===== src/rtl/vedic_pkg.sv =====
// vedic_pkg: shared definitions for the sequential vedic multiplier.
//   state_t : FSM state encoding (IDLE / MUL / DONE)
//   clog2   : ceiling log2 used to size the nibble counters; never returns
//             less than 1 so a single-nibble operand still gets a 1-bit counter.
package vedic_pkg;

  typedef enum logic [1:0] {
    ST_IDLE = 2'd0,
    ST_MUL  = 2'd1,
    ST_DONE = 2'd2
  } state_t;

  function automatic int clog2(input int value);
    int result;
    result = 0;
    for (int v = value - 1; v > 0; v = v >> 1) begin
      result = result + 1;
    end
    if (result < 1) begin
      result = 1;
    end
    return result;
  endfunction

endpackage


===== src/rtl/vedic4.sv =====
// vedic4: purely combinational 4x4 unsigned multiplier, vedic (urdhva
// tiryagbhyam) structure built from four 2x2 vedic blocks.
// Ports:
//   a, b : 4-bit unsigned operands
//   p    : 8-bit unsigned product a*b
module vedic4 (
  input  logic [3:0] a,
  input  logic [3:0] b,
  output logic [7:0] p
);

  // 2x2 vedic block: vertical and crosswise partial products with half adders.
  function automatic logic [3:0] vedic2(input logic [1:0] x, input logic [1:0] y);
    logic p0;
    logic s1;
    logic c1;
    logic s2;
    logic c2;
    p0 = x[0] & y[0];
    s1 = (x[1] & y[0]) ^ (x[0] & y[1]);
    c1 = (x[1] & y[0]) & (x[0] & y[1]);
    s2 = (x[1] & y[1]) ^ c1;
    c2 = (x[1] & y[1]) & c1;
    return {c2, s2, s1, p0};
  endfunction

  logic [3:0] q_ll;
  logic [3:0] q_hl;
  logic [3:0] q_lh;
  logic [3:0] q_hh;

  assign q_ll = vedic2(a[1:0], b[1:0]);
  assign q_hl = vedic2(a[3:2], b[1:0]);
  assign q_lh = vedic2(a[1:0], b[3:2]);
  assign q_hh = vedic2(a[3:2], b[3:2]);

  // Crosswise terms weigh 4, the high-high term weighs 16.
  assign p = {4'b0000, q_ll}
           + {2'b00, q_hl, 2'b00}
           + {2'b00, q_lh, 2'b00}
           + {q_hh, 4'b0000};

endmodule


===== src/rtl/vedic_seq_mul.sv =====
// vedic_seq_mul: multi-cycle WxW unsigned multiplier that walks all nibble
// pairs of the two operands through one shared vedic4 core and
// shift-accumulates the partial products.
// Ports:
//   clk, rst_n           : clock (rising edge), async active-low reset
//   ena                  : global enable, all state holds when low
//   in_valid / in_ready  : operand handshake (a, b sampled on acceptance)
//   out_valid / out_ready: product handshake
//   a, b                 : W-bit unsigned operands
//   product              : 2W-bit unsigned product, valid while out_valid
//   busy                 : high while multiplying or holding a result
module vedic_seq_mul
  import vedic_pkg::*;
#(
  parameter int W = 8
) (
  input  logic           clk,
  input  logic           rst_n,
  input  logic           ena,
  input  logic           in_valid,
  output logic           in_ready,
  input  logic [W-1:0]   a,
  input  logic [W-1:0]   b,
  output logic           out_valid,
  input  logic           out_ready,
  output logic [2*W-1:0] product,
  output logic           busy
);

  localparam int K  = W / 4;
  localparam int IW = clog2(K);
  localparam logic [IW-1:0] LAST = IW'(K - 1);

  state_t         state;
  state_t         state_next;
  logic [IW-1:0]  i_idx;
  logic [IW-1:0]  j_idx;
  logic [IW-1:0]  i_next;
  logic [IW-1:0]  j_next;
  logic [W-1:0]   a_reg;
  logic [W-1:0]   b_reg;
  logic [W-1:0]   a_next;
  logic [W-1:0]   b_next;
  logic [2*W-1:0] acc;
  logic [2*W-1:0] acc_next;
  logic [3:0]     a_nib;
  logic [3:0]     b_nib;
  logic [7:0]     pp;
  logic [IW:0]    nib_sum;
  logic [2*W-1:0] pp_shifted;

  assign a_nib = a_reg[{i_idx, 2'b00} +: 4];
  assign b_nib = b_reg[{j_idx, 2'b00} +: 4];

  vedic4 u_core (
    .a (a_nib),
    .b (b_nib),
    .p (pp)
  );

  // Partial product weight is 16^(i+j).
  assign nib_sum    = {1'b0, i_idx} + {1'b0, j_idx};
  assign pp_shifted = (2*W)'(pp) << {nib_sum, 2'b00};

  assign product = acc;

  // Next-state, index walk and accumulate.
  always_comb begin
    state_next = state;
    i_next     = i_idx;
    j_next     = j_idx;
    a_next     = a_reg;
    b_next     = b_reg;
    acc_next   = acc;
    case (state)
      ST_IDLE: begin
        // in_ready is high in IDLE, so in_valid alone completes the handshake.
        if (in_valid) begin
          state_next = ST_MUL;
          a_next     = a;
          b_next     = b;
          acc_next   = {(2*W){1'b0}};
          i_next     = {IW{1'b0}};
          j_next     = {IW{1'b0}};
        end else begin
          state_next = ST_IDLE;
        end
      end
      ST_MUL: begin
        acc_next = acc + pp_shifted;
        if (j_idx == LAST) begin
          j_next = {IW{1'b0}};
          if (i_idx == LAST) begin
            state_next = ST_DONE;
            i_next     = {IW{1'b0}};
          end else begin
            i_next = i_idx + IW'(1);
          end
        end else begin
          j_next = j_idx + IW'(1);
        end
      end
      ST_DONE: begin
        if (out_ready) begin
          state_next = ST_IDLE;
        end else begin
          state_next = ST_DONE;
        end
      end
      default: begin
        state_next = ST_IDLE;
      end
    endcase
  end

  // State, datapath and registered handshake outputs; everything holds when ena is low.
  always_ff @(posedge clk or negedge rst_n) begin
    if (!rst_n) begin
      state     <= ST_IDLE;
      i_idx     <= {IW{1'b0}};
      j_idx     <= {IW{1'b0}};
      a_reg     <= {W{1'b0}};
      b_reg     <= {W{1'b0}};
      acc       <= {(2*W){1'b0}};
      in_ready  <= 1'b1;
      out_valid <= 1'b0;
      busy      <= 1'b0;
    end else if (ena) begin
      state     <= state_next;
      i_idx     <= i_next;
      j_idx     <= j_next;
      a_reg     <= a_next;
      b_reg     <= b_next;
      acc       <= acc_next;
      in_ready  <= (state_next == ST_IDLE);
      out_valid <= (state_next == ST_DONE);
      busy      <= (state_next != ST_IDLE);
    end
  end

endmodule


===== config.mk =====
export PLATFORM = sky130hd
export DESIGN_NAME = vedic_seq_mul
export DESIGN_NICKNAME = d
export VERILOG_FILES = /design/src/rtl/vedic_pkg.sv /design/src/rtl/vedic4.sv /design/src/rtl/vedic_seq_mul.sv
export SDC_FILE = /design/constraint.sdc
export NUM_CORES = 1
export LEC_CHECK = 0
export CAP_MARGIN = 20
export CORE_MARGIN = 2
export CORE_UTILIZATION = 50
export DETAILED_ROUTE_END_ITERATION = 10
export PLACE_DENSITY = 0.76
export SETUP_SLACK_MARGIN = 0.3
export SYNTH_ARGS = -nofsm -noshare
export SYNTH_HDL_FRONTEND = slang
export SYNTH_SLANG_ARGS = --single-unit
export TNS_END_PERCENT = 1

===== constraint.sdc =====
create_clock -name clk -period 5.15 [get_ports clk]
set_clock_uncertainty 0.1 [all_clocks]
set_input_delay 0.515 -clock clk [delete_from_list [all_inputs] [get_ports clk]]
set_output_delay 0.515 -clock clk [all_outputs]
set_load 0.03 [all_outputs]

Yosys cells after proc, flatten, opt, wreduce, memory -nomap -nowiden
Cells that the tools add are included.

storage, ports and cells
  logic and storage cells = 76
  input port bits = 21
  register bits after elaboration = 39

operators by class
  reduce and logical (&&, ||, !) cells = 7
  mux-type cells = 13
  equal/unequal tests = 5
  bitwise operators = 32
  $add $sub $neg = 7
  shifts and indexed selects = 3

operators with widths
  cell                                           number
  case mux 16 bit (2 select lines)               1
  bitwise AND 1 bit                              24
  adder 16 bit                                   1
  2-to-1 mux 16 bit                              1
  indexed part select 8 x 4 -> 4 bit             2
  << shifter 8 x 4 -> 16 bit                     1
  adder 8 x 6 -> 8 bit                           1
  adder 8 bit                                    1
  bitwise XOR 1 bit                              8
  adder 4 x 6 -> 7 bit                           1
  2-to-1 mux 2 bit                               3
  case mux 2 bit (3 select lines)                1
  AND reduction 3 bit                            2
  2-to-1 mux 1 bit                               5
  == test 2 bit, second input constant           2
  zero test 2 bit                                2
  inequality test 2 bit, second input constant   2
  case mux 1 bit (2 select lines)                2
  AND reduction 4 bit                            1
  nonzero test 2 bit                             2
  adder 1 bit, second input constant             2
  adder 1 x 1 -> 2 bit                           1
  == test 2 x 1 -> 1 bit, second input constant  1

Depth between registers and ports, before layout
Gate-level depths: netlist (run 1).

  depth after elaboration = 10
  gate-level depth with buffers = 24
  mapped depth without buffers = 23

Cells and area by module
A second synthesis (run 1) with hierarchy kept.

second synthesis, totals
  cell total of the unflattened synthesis = 302
  area, all modules = 2909.0 µm²

by module, submodules not included
  module         area each (µm²)  times used  seq. area each (µm²)  cells each
  vedic_seq_mul  2436.1           1           977.2                 244
  vedic4         473.0            1           0.0                   58

Worst setup path after synthesis (run 1)
Ideal clock, no wire load.

  kind = register -> register
  from = register j_idx
  to = register acc[12] (netlist: product[12])
  setup slack = -445 ps
  period minus slack after synthesis = 5595 ps
  data arrival time = 5359 ps
  cell stages (with the launch flop) = 24
  setup time = 136 ps
  data required time = 4914 ps
  path buffers = 1
  cells stage by stage = dfrtp_1 clkbuf_1 mux2i_1 nor2_1 ha_1 ha_1 ha_1 inv_1 fa_1 xor2_1 fa_1 inv_1 fa_1 a21o_2 a21oi_1 xor2_1 nor2_1 nor3_1 ha_1 a2111oi_0 o21ai_1 a22o_1 o21ai_0 o311ai_1

between the ends
  longest elaborated chain between the ends = 10
  elaborated cells on any way between the ends = 40
  those cells by class = add/sub: 5; shift: 2; mux: 1; bitwise: 32

ends and longest elaborated chain
  item                                                           RTL line                    RTL
  start, declared                                                vedic_seq_mul.sv:37         logic [IW-1:0] j_idx;
  start signal, assigned                                         vedic_seq_mul.sv:121        j_idx <= {IW{1'b0}};
  start signal, assigned                                         vedic_seq_mul.sv:131        j_idx <= j_next;
  indexed part select 8 x 4 -> 4 bit                             vedic_seq_mul.sv:53         assign b_nib = b_reg[{j_idx, 2'b00} +: 4];
  bitwise AND 1 bit                                              vedic4.sv:20, vedic4.sv:21
  bitwise AND 1 bit                                              vedic4.sv:21                c1 = (x[1] & y[0]) & (x[0] & y[1]);
  bitwise XOR 1 bit / bitwise AND 1 bit (equally long branches)  vedic4.sv:22, vedic4.sv:23
  adder 4 x 6 -> 7 bit                                           vedic4.sv:39                + {2'b00, q_hl, 2'b00}
  adder 8 x 6 -> 8 bit                                           vedic4.sv:40                + {2'b00, q_lh, 2'b00}
  adder 8 bit                                                    vedic4.sv:41                + {q_hh, 4'b0000};
  << shifter 8 x 4 -> 16 bit *                                   vedic_seq_mul.sv:63         assign pp_shifted = (2*W)'(pp) << {nib_sum, 2'b00};
  adder 16 bit *                                                 vedic_seq_mul.sv:90         acc_next = acc + pp_shifted;
  case mux 16 bit (2 select lines) *                             vedic_seq_mul.sv:75         case (state)
  end signal, assigned                                           vedic_seq_mul.sv:124        acc <= {(2*W){1'b0}};
  end signal, assigned                                           vedic_seq_mul.sv:134        acc <= acc_next;
  end, declared                                                  vedic_seq_mul.sv:44         logic [2*W-1:0] acc;

Mark *: on every way between the ends. The rest lies on a longest branch, timed or not.
A chain may end at the register's enable or synchronous reset.

Worst setup path in the final report (run 1)
  from = register i_idx
  to = register acc[12] (netlist: product[12])

between the ends
  longest elaborated chain between the ends = 10
  elaborated cells on any way between the ends = 40
  those cells by class = add/sub: 5; shift: 2; mux: 1; bitwise: 32

ends and longest elaborated chain
  item                                                           RTL line                    RTL
  start, declared                                                vedic_seq_mul.sv:36         logic [IW-1:0] i_idx;
  start signal, assigned                                         vedic_seq_mul.sv:120        i_idx <= {IW{1'b0}};
  start signal, assigned                                         vedic_seq_mul.sv:130        i_idx <= i_next;
  indexed part select 8 x 4 -> 4 bit                             vedic_seq_mul.sv:52         assign a_nib = a_reg[{i_idx, 2'b00} +: 4];
  bitwise AND 1 bit                                              vedic4.sv:20, vedic4.sv:21
  bitwise AND 1 bit                                              vedic4.sv:21
  bitwise XOR 1 bit / bitwise AND 1 bit (equally long branches)  vedic4.sv:22, vedic4.sv:23
  adder 4 x 6 -> 7 bit                                           vedic4.sv:39
  adder 8 x 6 -> 8 bit                                           vedic4.sv:40
  adder 8 bit                                                    vedic4.sv:41
  << shifter 8 x 4 -> 16 bit *                                   vedic_seq_mul.sv:63
  adder 16 bit *                                                 vedic_seq_mul.sv:90
  case mux 16 bit (2 select lines) *                             vedic_seq_mul.sv:75

Marked as above.

==> results of run 1 <==
==> cell usage in the layout, fill, tap and decap left out, types with 3 or more instances in the layout <==
cell type / count
a21oi_2: 4
ha_4: 3
nor2_1: 32
a22o_1: 7
nand3b_1: 3
nand3_1: 4
mux2_1: 3
o21ai_1: 7
a21o_1: 9
nand2_1: 19
inv_1: 14
xor2_1: 8
ha_2: 3
buf_4: 21
clkdlybuf4s50_1: 38
mux2i_1: 7
a21oi_1: 14
mux2_2: 14
o21ai_0: 14
ha_1: 25
clkbuf_8: 5
or2_2: 3
xnor2_1: 6
fa_1: 4
o21ai_2: 4
nor2b_1: 4
dfrtp_1: 36
and2_1: 5
mux2i_4: 6
==> metrics by stage <==
stage | setup slack (ps) | hold WS, ps | cells | instance area (sq um)
after floorplan | 132 | 119 | 318 | 3220
after global placement | -64.1 | 365 | 437 | 3730
after detailed placement | -164 | 366 | 437 | 3730
after CTS | -38.8 | 274 | 447 | 3910
after global routing | -209 | 311 | 450 | 4000
final | 4.77 | 242 | 450 | 4000
==> kinds of logic after synthesis <==
logic type | count (synthesis)
AND/OR/NAND/NOR | 88
AO/OA/AOI/OAI | 80
flip-flops | 39
adder cells (fa/ha/maj) | 37
multiplexers | 30
buffers and inverters | 28
XOR/XNOR | 16
==> worst max-delay path: stages (launching register included) <==
cell,delay (ps)
dfrtp_2,470
mux2i_4,260
nor2_1,70
ha_2,200
ha_4,270
ha_4,130
inv_2,40
fa_2,520
inv_1,40
ha_1,270
ha_2,190
fa_2,390
a21o_2,210
a21oi_2,120
xor2_1,230
nor2_1,100
nor3_2,130
ha_1,300
a2111oi_2,300
o21ai_1,140
a22o_2,280
o21ai_2,150
o311ai_2,120
==> cell type report <==
type / instances / area, sq um
multi-input cells: 251 / 2170
fillers: 458 / 1950
flip-flops and latches: 39 / 980
repair buffers: 61 / 554
well taps: 75 / 93.8
clock inverters: 3 / 71.3
clock buffers: 5 / 68.8
inverters: 16 / 60.1
==> per-layer routing <==
metal | share of wire, % | up-vias
met5 | 0 | -
met4 | 2.7 | 0
met3 | 3.9 | 21
met2 | 48 | 66
met1 | 46 | 1234
li1 | - | 1257
==> what timing repair did <==
action                                  4_1_cts  5_1_grt
buffers inserted                              2        3
hold buffers                                  0        0
resized for setup                            11       15
endpoints found under the setup margin        9        9
pin swaps                                     7        5
==> worst paths after layout <==
kind,start,endpoint,slack (ps),cells past startpoint
max reg2reg,i_idx,product[12],5,22
min,rst_n,a_reg[5],240,1
max,i_idx,product[12],5,22
min in group clk,in_ready,in_ready,370,2
min reg2reg,in_ready,in_ready,370,2
max in group asynchronous,rst_n,j_idx,4070,1
==> key figures, run 1 <==
Outcome
  – Status: finished clean

Die
  – Die Y: roughly 83 um
  – Core box area: between 0.005 and 0.006 sq mm
  – Die width: between 80 and 90 um
  – Top-Level Pins: 40
  – Area of the die: 0.00684 sq mm
  – Row count: 28
  – Initial Util: 52.0%

Place
  – Dpl hpwl: 5420 um
  – Port Buffers: 39
  – Routability cong.: about 0.88

GRT
  – Largest net degree at the start of global routing: 40
  – Tot GR Track Use: between 20% and 30%
  – Met1 Usage GRT: between 30% and 40%
  – Vias in the first global route: 2673
  – Total grt overflow: 0
  – Initial antenna violation count: 0
  – Top Usage Layer GRT: met2
  – GRT met3 Usage: between 4 and 5%
  – First-pass GRT wire length: roughly 12000 um
  – M2 GR Usage: about two fifths

Routing
  – Initial drt markers: about 180
  – 1st-pass router iterations: 4
  – WL final: around 7300 um
  – Vias per inst: around 5.7
  – Drt wl/cell: 16.2 um
  – Antenna-violating nets left: 0
  – DRC Markers: 0
  – Vias: between 2000 and 3000

Logic synthesis
  – Register area share after synthesis: between 30% and 40%
  – Flops & latches, synth: 39
  – Cell area after technology mapping: roughly 0.0031 sq mm
  – Synthesized Nets: approximately 380
  – Biggest area consumer among synthesized cells: dfrtp_1
  – Main combinational cell family by area after synthesis: compound AO/OA/AOI/OAI gates
  – Post-Synth Adder-Cell Area: 16.4%
  – Multiplexer share of the synthesized area: 10.4%
  – Yosys Warn Count: 0
  – Post-Syn Instances: around 320
  – Main synth FF type: dfrtp_1
  – Commonest cells in the synthesized netlist: 38 x dfrtp_1, 32 x nor2_1, 31 x ha_1, 20 x o21ai_0, 19 x nand2_1
  – Ys async rst share: 100%
  – Library cells used by synthesis: 59
  – Mean Syn Cell Area: about 9.7 sq um
  – Fraction of the mapped netlist area in simple logic gates: about 15%
  – Most frequent cell after synthesis: dfrtp_1
  – Post-synth EDFFs: 0
  – Synth Area in Compound Gates: between 10% and 20%
  – Synth top area share: a little under a third
  – Area contributors post-synth: dfrtp_1 31%, ha_1 13%, mux2_2 5.1%
  – XOR/XNOR Fraction of Synth Area: under 10%

Clock tree
  – Clock Latency Late Sink: between 300 and 400 ps
  – Reg clk slew, reported paths: 100 ps
  – Num CTS Buffers: 5
  – TritonCTS clock tree: done
  – Max clock buf depth: 2
  – H-tree levels: 2
  – Clock root buffer: clkbuf_8
  – CTS sink count: 39

Finish
  – Nets: about 430
  – Max FFs per register: 16
  – Layout area overhead: 29.3%
  – Fin util: approximately 67%
  – Ant diodes: 0
  – Layout cell share with drive strength beyond 1: approximately 26%

Worst setup path
  – Largest fanout on the critical path: 4
  – CP Launch Type: register
  – Data required, critical path: 5230 ps
  – Worst Setup End Kind: register
  – Setup Crit Path Kind: register to register
  – Critical path arrival: about 5200 ps

Min path
  – Path category of the worst min-delay check: primary input to asynchronous set/reset pin

Timing
  – Final setup fails: 0
  – Max-slew violation count: 0
  – Worst-Margin Slew: roughly 1000 ps
  – Crit share post-route: roughly 100%
  – Fin Setup TNS: 0 ps
  – Highest Clock Rate: ~0.19 GHz
  – Relative slew slack: between 30% and 40%
  – Clock period minus worst slack: roughly 5000 ps
  – Count of final hold-check violations: 0
  – RSZ-0062 raised after global routing: yes

Flow run
  – Max-Cap Viols: 0
Power of run 1 is not shown: default switching activity piles up to over one toggle a cycle in this logic, so the estimate is an artifact.
==> run 2: changes to the inputs <==
- CORE_UTILIZATION: 50 -> 51
- PLACE_DENSITY: 0.76 -> 0.77
==> run 2 against run 1 <==
Critical path depth unchanged. Non-clock buffer count fell by 1. Maximum frequency increased by 0.62%. Design area down 1.4%. Largest cell class unchanged.
==> key figures, run 2 (same netlist as run 1, synthesis figures left out) <==
Outcome
  – Status: finished clean

Timing
  – Setup ws final: 36.4 ps
  – Clock period minus worst slack: a little over 5000 ps
  – Relative slew slack: about a quarter
  – Worst-Margin Slew: roughly 1100 ps
  – Count of final hold-check violations: 0
  – Highest Clock Rate: 0.196 GHz
  – Hold_ws: between 200 and 250 ps
  – Final setup fails: 0
  – RSZ-0062 raised after global routing: yes
  – Crit share post-route: approximately 99%
  – Max-slew violation count: 0
  – Fin Setup TNS: 0 ps

GRT
  – Met1 Usage GRT: between 30% and 40%
  – M2 GR Usage: between 30% and 40%
  – Initial antenna violation count: 0
  – Vias in the first global route: 2648
  – GRT met3 Usage: between 3 and 4%
  – Top Usage Layer GRT: met2
  – Largest net degree at the start of global routing: 40
  – Tot GR Track Use: 24.0%
  – Total grt overflow: 0
  – First-pass GRT wire length: 12400 um

Clock tree
  – CTS Hold Bufs: 0
  – Clock root buffer: clkbuf_8
  – Clock Latency Late Sink: roughly 300 ps
  – TritonCTS clock tree: done
  – Reg clk slew, reported paths: 90 ps
  – Num CTS Buffers: 5
  – H-tree levels: 2
  – CTS sink count: 39
  – Max clock buf depth: 2

Routing
  – Antenna-violating nets left: 0
  – DRC Markers: 0
  – Vias: between 2000 and 3000
  – WL final: about 7200 um
  – 1st-pass router iterations: 4
  – Initial drt markers: between 100 and 150
  – Drt wl/cell: roughly 16 um
  – Vias per inst: roughly 5.6

Finish
  – Ant diodes: 0
  – Final cell count without fillers: approximately 450
  – Max FFs per register: 16
  – Most frequent cells in the layout: 38 x clkdlybuf4s50_1, 36 x dfrtp_1, 32 x nor2_1
  – Commonest non-fill, non-tap cell in the layout: clkdlybuf4s50_1
  – Nets: about 430
  – Layout area overhead: 27.4%
  – Layout cell share with drive strength beyond 1: between 20 and 25%

Worst setup path
  – Critical-path cell list: mux2i_4 -> nor2_1 -> ha_2 -> ha_4 -> ha_4 -> inv_2 -> fa_2 -> xor2_2 -> fa_1 -> inv_2 -> fa_2 -> a21o_2 -> a21oi_2 -> xor2_1 -> nor2_1 -> nor3_2 -> ha_1 -> a2111oi_4 -> o21ai_2 -> a22o_4 -> o21ai_1 -> o311ai_1
  – Flop-to-flop setup slack: roughly 36 ps
  – Setup Crit Path Kind: register to register
  – Largest fanout on the critical path: 4
  – R2r worst-path depth: 22
  – Worst Setup End Kind: register
  – Data required, critical path: 5230 ps
  – Critical path's largest stage delay: around 500 ps
  – Critical path arrival: around 5200 ps
  – Reg-to-reg critical path endpoint: product[12]
  – Slowest-stage cell, CP: fa_1
  – CP Launch Type: register
  – R2R Path Start: j_idx

Die
  – Row count: 28
  – Area of the die: ~0.0067 sq mm
  – Top-Level Pins: 40
  – Die width: about 82 um
  – Initial Util: approximately 53%
  – Die Y: just over 80 um
  – Core box area: approximately 0.006 sq mm

Flow run
  – Max-Cap Viols: 0

Place
  – Placed insts: 439
  – Port Buffers: 39
  – Place WS: -135 ps
  – Routability cong.: roughly 0.87
  – Dpl hpwl: around 5300 um

Min path
  – Path category of the worst min-delay check: primary input to asynchronous set/reset pin
[run 2: what timing repair did]
item / 4_1_cts / 5_1_grt
hold endpoints to repair: 0 / 0
setup endpoints to repair: 9 / 9
pin swaps: 5 / 3
gates resized for setup: 5 / 16
buffers inserted: 1 / 1
[run 2: worst max-delay path by stage]
stage | start | slack [ps] | endpoint | cells after the start
finish | j_idx | 40 | product[12] | 22
floorplan | i_idx | 130 | product[12] | 23
CTS | j_idx | 30 | product[12] | 22
global route | i_idx | -240 | product[14] | 22
global placement | j_idx | -60 | product[12] | 22
detailed placement | j_idx | -140 | product[12] | 22
[run 2: cell type report]
cell class,count,area (sq um)
clock buffers,6,72.6
flip-flops and latches,39,980
fillers,477,1940
clock inverters,2,37.5
well taps,75,93.8
inverters,16,60.1
repair buffers,60,543
multi-input cells,251,2160
[run 2: through the flow]
step           cell area, sq um  util [%]
6_report                   3950      67.0
5_1_grt                    3950      67.0
4_1_cts                    3870      65.7
3_5_place_dp               3740      63.6
3_3_place_gp               3740      63.6
2_1_floorplan              3220         -
[run 2: critical path, delay by kind of cell, from the launching register on]
kind	cells	cell delay, ps
flops	1	460
compound gates	7	1270
buf+inv	2	80
mux	1	260
xor+xnor	2	360
simple gates	3	370
fa+ha+maj	7	2090
[run 2: per-layer routing]
metal / wire length [um] / part of all wire, %
met2: 3460 / 48
met3: 257 / 3.6
met5: 0 / 0
met4: 94 / 1.3
met1: 3380 / 47
Power of run 2 is left out for the same reason.
==> run 3: changes to the inputs <==
- CORE_UTILIZATION: 51 -> 30
- PLACE_DENSITY: 0.77 -> default
- clock period: 5.15 -> 5.2 ns (I/O delays scaled with it)
==> run 3 against run 2 <==
Via count down 0.12%. Wire length up 2.3%. Global-route usage fell by 9.5 points.
==> key figures, run 3 (same netlist as run 1, synthesis figures left out) <==
Worst setup path
  – Critical path's largest stage delay: approximately 490 ps
  – Data required, critical path: roughly 5300 ps
  – Critical path arrival: approximately 5200 ps
  – Slowest-stage cell, CP: fa_1
  – Largest fanout on the critical path: 4
  – Setup Crit Path Kind: register to register
  – Critical-path cell list: mux2i_4 -> nor2_1 -> ha_2 -> ha_4 -> ha_4 -> inv_2 -> fa_2 -> xor2_2 -> fa_1 -> inv_2 -> fa_2 -> a21o_2 -> a21oi_2 -> xor2_1 -> nor2_1 -> nor3_2 -> ha_1 -> a2111oi_2 -> o21ai_1 -> a22o_1 -> o21ai_1 -> o311ai_1
  – Worst Setup End Kind: register
  – CP Launch Type: register

GRT
  – First-pass GRT wire length: 13100 um
  – Tot GR Track Use: 14.5%
  – Largest net degree at the start of global routing: 40
  – Total grt overflow: 0
  – Vias in the first global route: 2663
  – Initial antenna violation count: 0

Routing
  – Initial drt markers: around 90
  – WL final: approximately 7300 um
  – 1st-pass router iterations: 4
  – Vias per inst: 4.93
  – DRC Markers: 0
  – Drt wl/cell: about 14 um
  – Vias: approximately 2500
  – Antenna-violating nets left: 0

Clock tree
  – Clock root buffer: clkbuf_8
  – H-tree levels: 2
  – TritonCTS clock tree: done
  – CTS Hold Bufs: 0
  – Clock Latency Late Sink: ~300 ps
  – Reg clk slew, reported paths: ~90 ps
  – Max clock buf depth: 2
  – CTS sink count: 39
  – Num CTS Buffers: 5

Timing
  – Worst-Margin Slew: between 1000 and 1500 ps
  – Final setup fails: 0
  – Highest Clock Rate: a little under 0.2 GHz
  – Clock period minus worst slack: 5070 ps
  – Count of final hold-check violations: 0
  – Crit share post-route: between 90% and 100%
  – RSZ-0062 raised after global routing: yes
  – Relative slew slack: between 20 and 30%
  – Max-slew violation count: 0

Finish
  – Fin util: approximately 39%
  – Layout area overhead: 29.3%
  – Max FFs per register: 16
  – Commonest non-fill, non-tap cell in the layout: clkdlybuf4s50_1
  – Layout cell share with drive strength beyond 1: 24.7%
  – Post-route design area: around 0.004 sq mm
  – Most frequent cells in the layout: 38 x clkdlybuf4s50_1, 36 x dfrtp_1, 31 x nor2_1
  – Final cell count without fillers: approximately 500
  – Nets: roughly 430
  – Ant diodes: 0

Flow run
  – Max-Cap Viols: 0

Die
  – Row count: 37
  – Die width: ~110 um
  – Die Y: ~110 um
  – Core box area: 0.0102 sq mm
  – Initial Util: ~30%
  – Area of the die: 0.0111 sq mm
  – Top-Level Pins: 40

Place
  – Port Buffers: 39
  – Dpl hpwl: 5580 um
  – Placed instance area: approximately 0.0038 sq mm
  – Routability cong.: between 0.8 and 0.9
  – Placed insts: between 400 and 500

Outcome
  – Status: finished clean

Min path
  – Path category of the worst min-delay check: primary input to asynchronous set/reset pin
-- run 3: cell count changes in the layout (fill, tap and decap cells not counted), sizes merged --
cell	previous run	this run
clkinv	0	1
bufinv	1	0
inv	16	17
clkinvlp	1	0
buf	22	20
-- run 3: what timing repair did --
item | CTS | global route
pin swaps | 5 | 3
setup buffers | 1 | 1
setup endpoints to repair | 9 | 9
gates resized for setup | 9 | 14
-- run 3: path summary, 6_finish.rpt --
path,start,end,slack [ps],depth (start not counted)
hold / removal,rst_n,busy,240,1
min in group clk,in_ready,in_ready,380,2
setup reg to reg,j_idx,product[12],130,22
hold reg to reg,in_ready,in_ready,380,2
max in group asynchronous,rst_n,j_idx,4150,1
setup / recovery,j_idx,product[12],130,22
-- run 3: layout make-up --
cell class                 instances  area, sq um
fill                            1025         6180
multi-input combinational        251         2160
sequential                        39          980
timing repair buffer              58          532
tap                              136          170
clock buffer                       6         82.6
inverter                          16         60.1
clock inverter                     2         13.8
-- run 3: critical path, delay by kind of cell (launching register included) --
family | cells | cell delay [ps]
adder cells (fa/ha/maj) | 7 | 2050
AO/OA/AOI/OAI | 7 | 1320
flip-flops | 1 | 450
XOR/XNOR | 2 | 370
AND/OR/NAND/NOR | 3 | 290
multiplexers | 1 | 260
buffers and inverters | 2 | 90
-- run 3: layer usage --
metal  track usage (%)  share of wire [%]
met1              19.0                 47
met2              24.6                 50
met3              2.41                2.5
met4              3.85                1.2
met5                 0                  0
-- run 3: per-stage QoR --
step / hold slack (ps) / worst slack [ps] / TNS [ps]
6_report: 238 / 133 / 0
5_1_grt: 310 / -97.7 / -279
4_1_cts: 266 / 165 / 0
3_5_place_dp: 371 / -62.9 / -89.7
3_3_place_gp: 362 / -5.91 / -5.91
2_1_floorplan: 124 / 182 / 0
Power of run 3 is left out for the same reason.
